===== config.mk =====
export PLATFORM = sky130hd
export DESIGN_NAME = sevenseg_scanner
export DESIGN_NICKNAME = d
export VERILOG_FILES = /design/src/rtl/sevenseg_pkg.sv /design/src/rtl/hex_to_7seg.sv /design/src/rtl/sevenseg_scanner.sv
export SDC_FILE = /design/constraint.sdc
export NUM_CORES = 1
export LEC_CHECK = 0
export BUFFER_PORTS_ARGS = -buffer_cell sky130_fd_sc_hd__buf_4
export CELL_PAD_IN_SITES_DETAIL_PLACEMENT = 0
export CELL_PAD_IN_SITES_GLOBAL_PLACEMENT = 1
export CORE_MARGIN = 5
export CORE_UTILIZATION = 37
export DETAILED_ROUTE_END_ITERATION = 10
export HOLD_SLACK_MARGIN = 0.08
export PLACE_DENSITY = 0.86
export RECOVER_POWER = 25
export REMOVE_ABC_BUFFERS = 1
export SLEW_MARGIN = 5
export SYNTH_ARGS = -nofsm -noshare
export SYNTH_HDL_FRONTEND = slang
export SYNTH_SLANG_ARGS = --single-unit

===== constraint.sdc =====
create_clock -name clk -period 2.15 [get_ports clk]
set_input_delay 0 -clock clk [delete_from_list [all_inputs] [get_ports clk]]
set_output_delay 0 -clock clk [all_outputs]
set_load 0.02 [all_outputs]

===== src/rtl/sevenseg_pkg.sv =====
// rtl/sevenseg_pkg.sv - shared constants and hex-to-segment table for the 7-segment scanner
package sevenseg_pkg;

  localparam int NUM_DIGITS = 8;

  localparam logic [6:0] SEG_OFF   = 7'h7F;
  localparam logic [7:0] ANODE_OFF = 8'hFF;

  // Active-low cathode patterns {g,f,e,d,c,b,a}, entry n decodes nibble n.
  localparam logic [15:0][6:0] HEX7_TABLE = {
    7'h0E,  // F
    7'h06,  // E
    7'h21,  // d
    7'h46,  // C
    7'h03,  // b
    7'h08,  // A
    7'h10,  // 9
    7'h00,  // 8
    7'h78,  // 7
    7'h02,  // 6
    7'h12,  // 5
    7'h19,  // 4
    7'h30,  // 3
    7'h24,  // 2
    7'h79,  // 1
    7'h40   // 0
  };

endpackage


===== src/rtl/hex_to_7seg.sv =====
// rtl/hex_to_7seg.sv - combinational 4-bit to active-low 7-segment decode
module hex_to_7seg
  import sevenseg_pkg::*;
(
  input  logic [3:0] hex,
  output logic [6:0] seg
);

  // Every code has a glyph; A-F are shown rather than blanked.
  assign seg = HEX7_TABLE[hex];

endmodule


===== src/rtl/sevenseg_scanner.sv =====
// rtl/sevenseg_scanner.sv - tear-free 8-digit 7-segment scanner; optional dimming via SEVENSEG_DIM_EN
module sevenseg_scanner
  import sevenseg_pkg::*;
#(
  parameter int FREQ_HZ     = 100000000,
  parameter int DIGIT_HZ    = 800,
  parameter int BLANK_TICKS = 16
) (
  input  logic        clk,
  input  logic        reset,
  input  logic [31:0] display,
  input  logic [7:0]  digit_enable,
  input  logic [7:0]  dp_enable,
  input  logic [2:0]  brightness,
  output logic [7:0]  anode,
  output logic [6:0]  seg,
  output logic        dp,
  output logic        frame_start
);

  localparam int SLOT_TICKS = FREQ_HZ / DIGIT_HZ - 1;
  localparam int TW         = (SLOT_TICKS < 2) ? 1 : $clog2(SLOT_TICKS + 1);

  localparam logic [TW-1:0] TIMER_LAST = TW'(SLOT_TICKS);
  localparam logic [31:0]   BLANK_U    = BLANK_TICKS;

  logic [TW-1:0]           timer;
  logic [2:0]              index;
  logic                    load_pending;
  logic [31:0]             frame_display;
  logic [NUM_DIGITS-1:0]   frame_en;
  logic [NUM_DIGITS-1:0]   frame_dp;

  logic                    timer_wrap;
  logic                    load;
  logic [31:0]             timer_ext;
  logic [3:0]              cur_digit;
  logic [6:0]              cur_seg;
  logic                    lit;

  assign timer_wrap = (timer == TIMER_LAST);
  assign load       = load_pending | (timer_wrap && (index == 3'd7));
  assign timer_ext  = 32'(timer);
  assign cur_digit  = frame_display[{index, 2'b00} +: 4];

`ifdef SEVENSEG_DIM_EN
  localparam logic [31:0] SLOT_LEN = SLOT_TICKS + 1;

  logic [2:0]  frame_bright;
  logic [31:0] on_ticks;

  assign on_ticks = ((32'(frame_bright) + 32'd1) * SLOT_LEN) >> 3;
  assign lit      = (timer_ext >= BLANK_U) && (timer_ext < on_ticks) && frame_en[index];

  // Brightness is frozen with the rest of the frame so the duty cycle cannot change mid-scan.
  always_ff @(posedge clk) begin
    if (reset)
      frame_bright <= 3'd0;
    else if (load)
      frame_bright <= brightness;
  end
`else
  logic unused_brightness;

  assign unused_brightness = ^brightness;
  assign lit               = (timer_ext >= BLANK_U) && frame_en[index];
`endif

  hex_to_7seg u_hex_to_7seg (
    .hex (cur_digit),
    .seg (cur_seg)
  );

  // Slot timer and digit index: index advances each time the timer wraps.
  always_ff @(posedge clk) begin
    if (reset) begin
      timer <= '0;
      index <= 3'd0;
    end else begin
      timer <= timer_wrap ? '0 : timer + TW'(1);
      if (timer_wrap)
        index <= index + 3'd1;
    end
  end

  // Frame snapshot: loads right after reset and at the end of each full scan.
  always_ff @(posedge clk) begin
    if (reset) begin
      load_pending  <= 1'b1;
      frame_display <= 32'd0;
      frame_en      <= '0;
      frame_dp      <= '0;
      frame_start   <= 1'b0;
    end else begin
      frame_start <= load;
      if (load) begin
        load_pending  <= 1'b0;
        frame_display <= display;
        frame_en      <= digit_enable;
        frame_dp      <= dp_enable;
      end
    end
  end

  // Pin drive: one registered stage behind the timer/index state, dark outside the lit window.
  always_ff @(posedge clk) begin
    if (reset) begin
      anode <= ANODE_OFF;
      seg   <= SEG_OFF;
      dp    <= 1'b1;
    end else if (lit) begin
      anode <= ~(8'd1 << index);
      seg   <= cur_seg;
      dp    <= ~frame_dp[index];
    end else begin
      anode <= ANODE_OFF;
      seg   <= SEG_OFF;
      dp    <= 1'b1;
    end
  end

endmodule


Word-level counts from Yosys, hierarchy flattened
Memories as Yosys holds them, arrays and structs flattened. A register that Yosys moved wholly into a read port is not among the register bits. Index checks and enable logic that the tools add are counted.

Latch bits: 0. RAM bits: 0. Memories: 1. Output and inout port bits: 17. ROM bits: 112. Register bits after elaboration: 79.

Memory list: (name not given) (depth 16, bits a word 7, rd ports 1, clocked after memory_dff 1, wr ports 0, line hex_to_7seg.sv:10) `assign seg = HEX7_TABLE[hex];`.

Reduce and logical (&&, ||, !) cells: 4. Multiplexer cells: 4. Add/subtract/negate cells: 2. $mul: 0. Magnitude comparators: 2. Div/mod/pow operators: 0. Bitwise logic cells: 4. Equality and inequality tests: 2. Shifts and indexed selects: 2.

Operators with widths (count): $shiftx A32 B6 Y4 (1); $add A17 B1 Y17 const B (1); $eq A17 B17 Y1 const B (1); $ge A17 B5 Y1 const B (1); $not A8 Y8 (1); $shl A1 B3 Y8 const A (1); $bmux W1 S3 (2); $lt A3 B4 Y1 const B (1); $reduce_or A2 Y1 (2); $add A3 B1 Y3 const B (1); $eq A3 B3 Y1 const B (1); $logic_and A1 B1 Y1 (2); $mux W1 (2); $not A1 Y1 (2); $or A1 B1 Y1 (1).

Depth between registers and ports, before layout
Word-level depth: 5. Depth in mapped cells: 9.

By module
From an unflattened synthesis, not the netlist that was laid out.

Cell total of the unflattened synthesis: 431. Area, all modules: 4250.3 um2.

Modules (own cells, without submodules): sevenseg_scanner (area each 3975.1 um2, instances 1, cells an instance 399, seq. area each 1721.7 um2); hex_to_7seg (area each 275.3 um2, instances 1, cells an instance 32, seq. area each 0.0 um2).

Worst setup path before layout
OpenSTA, ideal clock, no wires.

Path kind: register -> register. From: reg index[0]. To: reg seg[3]. Period minus slack after synthesis: 2.200 ns. Stages on the path, launching flop included: 8. Arrival: 2.125 ns. Path buffers: 1. Required time: 2.076 ns. Slack: -0.050 ns. Setup time: 0.074 ns. Cell sequence: dfxtp_1 buf_6 mux4_2 mux2_2 inv_1 ha_1 o211a_1 o21ai_0.

Longest elaborated chain between the ends: 5. Elaborated cells between the ends (all ways): 6. Those cells by class: shift: 1; mux: 2; bitwise: 1; reduce/logical: 2.

Ends and longest elaborated chain: from (decl) (line sevenseg_scanner.sv:28) `logic [2:0] index;`; from (signal assigned) (line sevenseg_scanner.sv:82) `index <= index + 3'd1;`; $bmux W1 S3 (line sevenseg_scanner.sv:66) `assign lit = (timer_ext >= BLANK_U) && frame_en[index];`; $mux W1 (implied by the code) (line sevenseg_scanner.sv:66); $logic_and A1 B1 Y1 (line sevenseg_scanner.sv:66); $not A1 Y1 (no source line); $reduce_or A2 Y1 (no source line); to (decl) (line sevenseg_scanner.sv:16) `output logic [6:0] seg,`.

Several ways; a longest one is shown, not always the timed one. The select of a mux whose other input is x is not followed. A chain may end at the register's enable or synchronous reset.

Worst setup path in the final report
From: reg timer[9]. To: reg frame_display[3].

Longest elaborated chain between the ends: 3.

Ends and longest elaborated chain: from (decl) (line sevenseg_scanner.sv:27) `logic [TW-1:0] timer;`; from (signal assigned) (line sevenseg_scanner.sv:80) `timer <= timer_wrap ? '0 : timer + TW'(1);`; $eq A17 B17 Y1 (line sevenseg_scanner.sv:41) `assign timer_wrap = (timer == TIMER_LAST);`; $logic_and A1 B1 Y1 (line sevenseg_scanner.sv:42) `assign load = load_pending | (timer_wrap && (index == 3'd7));`; $or A1 B1 Y1 (line sevenseg_scanner.sv:42); to (signal assigned) (line sevenseg_scanner.sv:98) `frame_display <= display;`; to (decl) (line sevenseg_scanner.sv:30) `logic [31:0] frame_display;`.

Every way passes these cells.

==> flow_metrics.tcl <==
set metrics [dict create \
    cts_htree_levels 3 \
    combPwrFrac_pct 10.4 \
    crit_required_ps 2360 \
    clkLatencyLatePin_ps 350 \
    cts_root_buf "clkbuf_8" \
    regToRegEndpoint "frame_display[3]" \
    cp-end-kind "register" \
    cap_viol_max_count 0 \
    antenna_found_initial 0 \
    syn_inst 409 \
    synth-simple-area-share_pct 20.1 \
    r2r_cells 7 \
    netlist-cell-type-count 39 \
    grt_max_degree 57 \
    p_int_w 0.00265 \
    reg2reg_slack_ps 130 \
    startpoint_type "register" \
    whs_path_depth 4 \
    routed_wl_um 8430 \
    final_cell_mix "nand2_1 (117), dfxtp_1 (84), buf_4 (64), a21oi_1 (50), dlygate4sd3_1 (49)" \
    layout.nets 596 \
    hp-start "display[14]" \
    path_max_fanout 34 \
    dp.cells 599 \
    die-area_um2 12000 \
    dp_hpwl_um 5670 \
    overflow 0 \
    max_freq_mhz 494 \
    cts_buffer_depth 2 \
    firstDrtPassIters 4 \
    drv_slew 0 \
    die_w_um 109 \
    synth_fa_ha_area_share_pct 4.79 \
    drive_above_1_share_pct 19.5 \
    yosys_most_used_dff "dfxtp_1" \
    rsz0062_at_grt "no" \
    fp.dieH_um 109 \
    final_common_cell "nand2_1" \
    cp-endpoint "frame_display[3]" \
    finClkSkew_ps 9.09 \
    num-fill-cells 925 \
    status "finished clean" \
    worstReg2RegStart "timer[9]" \
    vias_per_cell 4.66 \
    clkPwrFrac_pct 39.9 \
    synth.avg_cell_area_um2 8.95 \
    antenna_cells 0 \
    synthMuxAreaShare_pct 9.44 \
    start_util_pct 37.6 \
    wire_per_inst_um 12.7 \
    vias 3104 \
    worstPathArrival_ps 2230 \
    switching_share_pct 21.6 \
    cts_sinks 86 \
    synth_compound_area_share_pct 10.1 \
    route.detailed.drc 0 \
    p_per_area_nw_per_um2 667 \
    grt_usage_pct 15.0 \
    drtIter0Drc 126 \
    area_growth_pct 38.3 \
    finalNonFillerCells 666 \
    clk_transition_reported_paths_ps 90 \
    numCtsBuffers 9 \
    gp_congestion 0.775 \
    num_rows 36 \
    grt_pass1_wl_um 14100 \
    synth_edf_count 0 \
    core_um2 9730 \
    fin_area_um2 5060 \
    leakage_nw 2.06 \
    fin_util_pct 52.0 \
    switchingPower_w 0.000728 \
    ir_worst_vdd_v 0.000378 \
    setup_viol 0 \
    hold_viol 0 \
    async_flop_share_pct 0 \
    boundaryPins 70 \
    period_minus_slack_ps 2020 \
    post_dp_cell_area_um2 4340 \
    tightest_slew_ps 549 \
    synth_top_family_by_area "simple AND/OR/NAND/NOR gates" \
    p_seq_share_pct 49.7 \
    critical_path_class "reg -> reg" \
    hold_class "in -> reg" \
    crit_path_start "timer[9]" \
    numPortBuffers 66 \
    min_period_over_period_pct 94.2 \
    synth_seq_cells 86 \
    postRouteAntennaNets 0 \
    tritoncts "done" \
    max-slew-margin-rel_pct 63.4 \
    ys_warn_count 0 \
    grt_pass1_vias 2993 \
    yosysSeqAreaShare_pct 47.1 \
    syn_area_um2 3660 \
    synth_xor_area_share_pct 3.83 \
]
## per-layer routing
layer | up-vias | GRT usage, % | wire length [µm] | share of wire [%]
li1 | 1609 | - | - | -
met1 | 1406 | 20.1 | 3960 | 47
met3 | 15 | 3.29 | 388 | 4.6
met2 | 74 | 22.8 | 3900 | 46
met5 | - | 0 | 0 | 0
met4 | 0 | 7.39 | 185 | 2.2
## area by class of cell
cell class | instances | area (µm²) | area share [%]
tap | 133 | 166 | 3.29
clock inverter | 4 | 95.1 | 1.88
multi-input combinational | 289 | 1790 | 35.4
inverter | 10 | 37.5 | 0.742
sequential | 86 | 1730 | 34.1
timing repair buffer | 133 | 1100 | 21.7
clock buffer | 11 | 141 | 2.79
## synthesized netlist by cell type, types with 2 or more instances
master | n | share of area (%)
nand2_1 | 118 | 12
dfxtp_1 | 86 | 47
a21oi_1 | 50 | 6.8
nor2_1 | 27 | 2.8
ha_1 | 14 | 4.8
mux4_2 | 11 | 6.8
nand3_1 | 11 | 1.5
clkbuf_1 | 9 | 0.92
inv_1 | 9 | 0.92
xnor2_1 | 8 | 1.9
xor2_1 | 8 | 1.9
buf_2 | 7 | 0.96
mux2i_1 | 6 | 1.6
and3_1 | 3 | 0.51
buf_4 | 3 | 0.62
buf_6 | 3 | 0.92
nand2b_1 | 3 | 0.51
nor3_1 | 3 | 0.41
nor4_1 | 3 | 0.51
o211ai_1 | 3 | 0.62
o221ai_1 | 3 | 0.72
a211oi_1 | 2 | 0.41
nand4_1 | 2 | 0.34
o21ai_0 | 2 | 0.27
## logic make-up (layout without fill, tap and decap cells)
family | after synthesis | count (layout)
xor+xnor | 16 | 16
compound gates | 65 | 65
flops | 86 | 86
mux | 19 | 19
buf+inv | 34 | 158
simple gates | 175 | 175
fa+ha+maj | 14 | 14
## worst max-delay path, cell delays in order (launching register included)
cell,delay [ps]
dfxtp_1,370
or4_4,550
nor4_4,230
buf_4,180
a41oi_4,110
buf_4,260
nand2_1,110
a21oi_1,60
## stage by stage
stage	setup WS (ps)	hold slack, ps	TNS, ps	total power (W)
after floorplan	-1120	27.7	-58960	0.00184
after global placement	50.0	262	0	0.00198
after detailed placement	-18.1	262	-18.1	0.00199
after CTS	82.0	428	0	0.00340
after global routing	2.41	436	0	0.00353
final	125	446	0	0.00337
## power groups by stage
stage	Combinational [W]	Sequential, W	Clock (W)
after detailed placement	0.000271	0.00172	0
after global placement	0.000266	0.00171	0
after global routing	0.000393	0.00168	0.00146
after floorplan	0.000135	0.00171	0
after CTS	0.000342	0.00168	0.00138
final	0.000352	0.00168	0.00135
## registers in the layout (all words and copies together), names as in the netlist
name	flops
frame_en	8
frame_dp	8
frame_display	32
index	3
frame_start	1
timer	17
load_pending	1
seg	7
anode	8
dp	1
## how the worst min path moves through the flow
stage,slack (ps),to
2_1_floorplan,30,load_pending
3_5_place_dp,260,frame_en[6]
3_3_place_gp,260,frame_display[31]
5_1_grt,440,frame_display[27]
6_report,450,frame_display[14]
4_1_cts,430,frame_display[14]
## timing repair
item	CTS	global route
hold endpoints to repair	49	0
buffers inserted	0	2
resized for setup	1	6
pin swaps	0	1
hold buffers	49	0
endpoints found under the setup margin	2	19
cloned	0	1
(Power assumes the default switching activity.)
